### src/rtl/bg_scan_driver_if.sv
// Background-scan bus: filler request/return plus the aligned display outputs.
// Ports: fill_enable/fill_x/fill_y (request), fill_index (filler return),
//        pix_index/hsync/vsync/blank/frame_start (toward palette/DAC stage).
// Optional BG_SCAN_BORDER_EN adds border_index, the palette index shown in blank.
interface bg_scan_driver_if;
  logic       fill_enable;
  logic [9:0] fill_x;
  logic [9:0] fill_y;
  logic [8:0] fill_index;
  logic [8:0] pix_index;
  logic       hsync;
  logic       vsync;
  logic       blank;
  logic       frame_start;
`ifdef BG_SCAN_BORDER_EN
  logic [8:0] border_index;
`endif

  // Scan driver side.
  modport master (
    output fill_enable, fill_x, fill_y, pix_index, hsync, vsync, blank, frame_start,
`ifdef BG_SCAN_BORDER_EN
    input  border_index,
`endif
    input  fill_index
  );

  // Filler / palette side.
  modport slave (
    input  fill_enable, fill_x, fill_y, pix_index, hsync, vsync, blank, frame_start,
`ifdef BG_SCAN_BORDER_EN
    output border_index,
`endif
    output fill_index
  );
endinterface

### src/rtl/bg_scan_driver.sv
// Raster scan generator feeding the background filler and realigning its result with syncs.
// Latency: request 1 pix_ce step after the counters; outputs FILL_LAT+1 steps after the request.
// Backpressure: none; every stage advances only on pix_ce, the filler must keep pace.
// Ports: clk, reset (async, active-high), pix_ce (pixel advance strobe), bus (master modport):
//   fill_enable/fill_x/fill_y out, fill_index in, pix_index/hsync/vsync/blank/frame_start out.
// Optional feature macro BG_SCAN_BORDER_EN: blank pixels show bus.border_index instead of 0.
// FILL_LAT must be 1..4 and match the filler's latency in pix_ce steps.
module bg_scan_driver #(
  parameter int H_ACTIVE = 640,
  parameter int H_FP     = 16,
  parameter int H_SYNC   = 96,
  parameter int H_BP     = 48,
  parameter int V_ACTIVE = 480,
  parameter int V_FP     = 10,
  parameter int V_SYNC   = 2,
  parameter int V_BP     = 33,
  parameter int FILL_LAT = 1
) (
  input  logic              clk,
  input  logic              reset,
  input  logic              pix_ce,
  bg_scan_driver_if.master  bus
);

  localparam int H_TOTAL = H_ACTIVE + H_FP + H_SYNC + H_BP;
  localparam int V_TOTAL = V_ACTIVE + V_FP + V_SYNC + V_BP;

  localparam logic [9:0] H_LAST = 10'(H_TOTAL - 1);
  localparam logic [9:0] V_LAST = 10'(V_TOTAL - 1);
  localparam logic [9:0] H_ACT  = 10'(H_ACTIVE);
  localparam logic [9:0] V_ACT  = 10'(V_ACTIVE);
  localparam logic [9:0] HS_BEG = 10'(H_ACTIVE + H_FP);
  localparam logic [9:0] HS_END = 10'(H_ACTIVE + H_FP + H_SYNC);
  localparam logic [9:0] VS_BEG = 10'(V_ACTIVE + V_FP);
  localparam logic [9:0] VS_END = 10'(V_ACTIVE + V_FP + V_SYNC);

  // Per-pixel timing that must travel alongside the filler's latency.
  typedef struct packed {
    logic blank;
    logic hsync;
    logic vsync;
    logic first;   // pixel (0,0) of the frame
  } align_t;

  localparam align_t ALIGN_IDLE = '{blank: 1'b1, hsync: 1'b1, vsync: 1'b1, first: 1'b0};

  logic [9:0] h_cnt;
  logic [9:0] v_cnt;
  align_t     raw;
  align_t     pipe [FILL_LAT];
  logic [8:0] blank_fill;

`ifdef BG_SCAN_BORDER_EN
  assign blank_fill = bus.border_index;
`else
  assign blank_fill = 9'd0;
`endif

  // Counters and request stage. The request registers hold the counter value
  // of the previous step, so they and the raw timing below describe the same pixel.
  always_ff @(posedge clk or posedge reset) begin
    if (reset) begin
      h_cnt           <= '0;
      v_cnt           <= '0;
      bus.fill_x      <= '0;
      bus.fill_y      <= '0;
      bus.fill_enable <= 1'b0;
    end else if (pix_ce) begin
      bus.fill_x      <= h_cnt;
      bus.fill_y      <= v_cnt;
      bus.fill_enable <= (h_cnt < H_ACT) && (v_cnt < V_ACT);
      if (h_cnt == H_LAST) begin
        h_cnt <= '0;
        v_cnt <= (v_cnt == V_LAST) ? '0 : v_cnt + 10'd1;
      end else begin
        h_cnt <= h_cnt + 10'd1;
      end
    end
  end

  // Raw timing is derived from the registered request so it enters the
  // alignment pipe on the same step the filler receives that pixel.
  // The first flag needs fill_enable: the post-reset request is also (0,0).
  always_comb begin
    raw       = ALIGN_IDLE;
    raw.blank = ~bus.fill_enable;
    raw.hsync = ~((bus.fill_x >= HS_BEG) && (bus.fill_x < HS_END));
    raw.vsync = ~((bus.fill_y >= VS_BEG) && (bus.fill_y < VS_END));
    raw.first = bus.fill_enable && (bus.fill_x == '0) && (bus.fill_y == '0);
  end

  always_ff @(posedge clk or posedge reset) begin
    if (reset) begin
      for (int i = 0; i < FILL_LAT; i++) pipe[i] <= ALIGN_IDLE;
    end else if (pix_ce) begin
      pipe[0] <= raw;
      for (int i = 1; i < FILL_LAT; i++) pipe[i] <= pipe[i-1];
    end
  end

  // Output stage: pipe tail and fill_index now describe the same pixel.
  // frame_start is qualified by pix_ce so it stays one clk wide at any strobe rate.
  always_ff @(posedge clk or posedge reset) begin
    if (reset) begin
      bus.pix_index   <= '0;
      bus.hsync       <= 1'b1;
      bus.vsync       <= 1'b1;
      bus.blank       <= 1'b1;
      bus.frame_start <= 1'b0;
    end else begin
      bus.frame_start <= pix_ce && pipe[FILL_LAT-1].first;
      if (pix_ce) begin
        bus.pix_index <= pipe[FILL_LAT-1].blank ? blank_fill : bus.fill_index;
        bus.hsync     <= pipe[FILL_LAT-1].hsync;
        bus.vsync     <= pipe[FILL_LAT-1].vsync;
        bus.blank     <= pipe[FILL_LAT-1].blank;
      end
    end
  end

endmodule

### src/flat_wrapper.sv
// flat-port wrapper written by rule: the top's interface ports become plain ports
module bg_scan_driver_flat 
#(
  parameter int H_ACTIVE = 640,
  parameter int H_FP     = 16,
  parameter int H_SYNC   = 96,
  parameter int H_BP     = 48,
  parameter int V_ACTIVE = 480,
  parameter int V_FP     = 10,
  parameter int V_SYNC   = 2,
  parameter int V_BP     = 33,
  parameter int FILL_LAT = 1
)
  (clk, reset, pix_ce, bus_fill_enable, bus_fill_x, bus_fill_y, bus_pix_index, bus_hsync, bus_vsync, bus_blank, bus_frame_start, bus_fill_index);
  bg_scan_driver_if bus_i ();
  input  logic clk;
  input  logic reset;
  input  logic pix_ce;
  output wire logic [$bits(bus_i.fill_enable)-1:0] bus_fill_enable;
  output wire logic [$bits(bus_i.fill_x)-1:0] bus_fill_x;
  output wire logic [$bits(bus_i.fill_y)-1:0] bus_fill_y;
  output wire logic [$bits(bus_i.pix_index)-1:0] bus_pix_index;
  output wire logic [$bits(bus_i.hsync)-1:0] bus_hsync;
  output wire logic [$bits(bus_i.vsync)-1:0] bus_vsync;
  output wire logic [$bits(bus_i.blank)-1:0] bus_blank;
  output wire logic [$bits(bus_i.frame_start)-1:0] bus_frame_start;
  input wire logic [$bits(bus_i.fill_index)-1:0] bus_fill_index;
  assign bus_fill_enable = bus_i.fill_enable;
  assign bus_fill_x = bus_i.fill_x;
  assign bus_fill_y = bus_i.fill_y;
  assign bus_pix_index = bus_i.pix_index;
  assign bus_hsync = bus_i.hsync;
  assign bus_vsync = bus_i.vsync;
  assign bus_blank = bus_i.blank;
  assign bus_frame_start = bus_i.frame_start;
  assign bus_i.fill_index = bus_fill_index;
  bg_scan_driver #(.H_ACTIVE(H_ACTIVE), .H_FP(H_FP), .H_SYNC(H_SYNC), .H_BP(H_BP), .V_ACTIVE(V_ACTIVE), .V_FP(V_FP), .V_SYNC(V_SYNC), .V_BP(V_BP), .FILL_LAT(FILL_LAT)) u_core (.clk(clk), .reset(reset), .pix_ce(pix_ce), .bus(bus_i));
endmodule
### config.mk
export PLATFORM = sky130hd
export DESIGN_NAME = bg_scan_driver_flat
export DESIGN_NICKNAME = d
export VERILOG_FILES = /design/src/rtl/bg_scan_driver_if.sv /design/src/rtl/bg_scan_driver.sv /design/src/flat_wrapper.sv
export SDC_FILE = /design/constraint.sdc
export NUM_CORES = 1
export LEC_CHECK = 0
export CAP_MARGIN = 0
export CORE_ASPECT_RATIO = 1.25
export CORE_UTILIZATION = 30
export DETAILED_ROUTE_END_ITERATION = 8
export DONT_BUFFER_PORTS = 1
export PLACE_DENSITY_LB_ADDON = 0.25
export SLEW_MARGIN = 15
export SYNTH_ARGS = -nofsm -noshare
export SYNTH_HDL_FRONTEND = slang
export SYNTH_SLANG_ARGS = --single-unit
### constraint.sdc
create_clock -name clk -period 2.78 [get_ports clk]
set_input_delay 0.556 -clock clk [delete_from_list [all_inputs] [get_ports clk]]
set_output_delay 0.556 -clock clk [all_outputs]
set_load 0.02 [all_outputs]
==> impl_metrics.toml <==
[logic_synthesis]
synth_flop_cell = "dfrtp_1"
postSynthCellCount = 225
synth_edf_count = 0
ys_ff_latch = 58
syn_nets = 240
async_reset_ff_share_pct = 100
postSynthAreaPerCell_um2 = 11.4
netlist-cell-type-count = 36
synthesis.area_um2 = 2570
yosys-top-cells-area = "dfrtp_1 (51%), mux2_2 (11%), dfstp_2 (6.1%)"
yosysTopAreaCell = "dfrtp_1"
synth_top_area_share_pct = 50.6
ys_seq_area_share_pct = 56.7
yosysWarnings = 0

[grt]
grt_pass1_wl_um = 8760
grt_max_degree = 59
grt.overflow.total = 0
grt_use_total_pct = 13.1
grt_pass1_vias = 1641
antenna_found_initial = 0

[clock_tree]
cts_buffers = 9
postCtsSetupRepairBufs = 0
hold_buffers = 0
clock_path_buffers = 2
cts-resized-gates = 0
clk_latency_ns = 0.34
numClockSinks = 58
cts_max_level = 3
cts.reportedPaths.clkPinSlew_ns = 0.07
tritoncts = "yes"
root_buffer = "clkbuf_8"

[pwr]
leakage_nw = 1.33
powerDensity_nw_per_um2 = 802
p_total_mw = 2.33
vdd_drop_max_uv = 259

[critical_path]
path_buf_inv = 0
path_cells = "ha_1 -> and3_1 -> nand4_4 -> or4_1 -> a21oi_1"
crit_start = "u_core.h_cnt[0]"
worstPathRequired_ns = 3.04
critPathKind = "reg2reg"
timing.rr.start = "u_core.h_cnt[0]"
critical_path.max_fanout = 10
endpoint_kind = "flip-flop"
critPathTopFamily = "simple AND/OR/NAND/NOR gates"
slowest_stage = "or4_1"
crit_path_start_kind = "flip-flop"
slowest_delay_ns = 0.53
arrival_ns = 2.12

[finish]
diodes = 0
area_growth_pct = 13.0
final_util_pct = 35.1
final_nets = 245
fin_area_um2 = 2910
layout_commonest_cell = "dfrtp_1"
fillers = 839
drive_above_1_share_pct = 23.0
final_cell_mix = "dfrtp_1 (52), mux2_2 (24), nand2_1 (20), o21ai_0 (17), inv_1 (15)"

[flow_run]
maxCapViolCount = 0

[timing]
slew_headroom_pct = 50.7
fin_ws_ns = 0.917
slew_violations = 0
rsz0062_at_grt = "no"
setup_violations = 0
fin_tns_setup_ns = 0
fin_crit_sh_pct = 67.0
hold_viol = 0
fmax_mhz = 537
min_period_ns = 1.86
worst_pin_slew_ns = 0.740
fin_skew_ns = 0.00849

[routing]
viasPerCell = 4.98
vias = 1652
antenna_left = 0
wl_per_cell_um = 16.2
wirelength_um = 5380
firstDrtPassIters = 6
remaining_drc_errors = 10
drt_iter0_drc = 102

[worst_hold_path]
min_from = "pix_ce"
hold_class = "in2reg"

[placed_design]
placedInstanceArea_um2 = 2670
dp_slack_ns = 0.947
place_congestion = 0.809
hpwl_um = 3710
port_buffers = 0

[floorplan]
core_area_um2 = 8290
io_pins = 46
fp.dieW_um = 84.8
fp.dieArea_um2 = 8950
initial_core_util_pct = 31.0
die-height_um = 106
rows = 37

[run_status]
violations = "design-rule violations"
run_status = "finished, violations left"
## layout make-up
class | instances | area (um^2) | area share [%]
sequential | 58 | 1460 | 50.2
multi-input combinational | 144 | 1020 | 35.3
clock buffer | 11 | 131 | 4.52
tap | 97 | 121 | 4.18
clock inverter | 5 | 103 | 3.53
inverter | 16 | 60.1 | 2.07
timing repair buffer | 1 | 7.51 | 0.258
## layer usage
layer	wire length [um]	global-route usage, %
met1	2340	15.7
met2	2560	20.4
met3	362	4.62
met4	120	7.26
met5	0	0
## report_power, final
part,switching [mW],internal (mW)
Clock,0.335,0.595
Combinational,0.122,0.125
Sequential,0.203,0.953
## flip-flops by register name (all words and copies together), names as in the netlist
signal                  cells
u_core.bus.fill_x          10
u_core.bus.fill_y          10
u_core.h_cnt               10
u_core.v_cnt               10
u_core.bus.pix_index        9
u_core.pipe                 4
u_core.bus.blank            1
u_core.bus.fill_enable      1
u_core.bus.frame_start      1
u_core.bus.hsync            1
u_core.bus.vsync            1
## metrics by stage
stage          hold slack (ns)  cells
6_report                 0.264    332
5_1_grt                  0.253    332
4_1_cts                  0.249    332
3_5_place_dp             0.472    316
3_3_place_gp             0.466    316
2_1_floorplan            0.455    225
## final timing paths
path / end / slack, ns / cells after the start
max: u_core.v_cnt[9] / 0.92 / 5
min: u_core.pipe[2] / 0.26 / 1
max reg2reg: u_core.v_cnt[9] / 0.92 / 5
min reg2reg: u_core.bus.frame_start / 0.49 / 1
max in group asynchronous: u_core.bus.fill_y[6] / 1.98 / 2
min in group asynchronous: u_core.pipe[0] / 0.30 / 2
## cell families (layout without fill, tap and decap cells)
kind of cell / Yosys count / after routing / share of synthesized area (%)
xor gates and xnor gates: 13 / 13 / 4.43
muxes: 24 / 24 / 10.5
adders and majority gates: 3 / 3 / 1.46
and+or+nand+nor: 78 / 78 / 18.1
buffers and inverters: 23 / 33 / 3.41
DFF: 58 / 58 / 56.7
AOI/OAI and AO/OA: 26 / 26 / 5.40
## synth_stat cells (5+ instances only)
master / count
a21oi_1: 5
nand4_1: 9
inv_1: 16
dfrtp_1: 52
nand2_1: 20
nor4_1: 5
o21ai_0: 17
dfstp_2: 6
nand3_1: 5
and3_1: 5
xor2_1: 8
mux2_2: 24
nor2_1: 10
xnor2_1: 5
(Power assumes the default switching activity.)
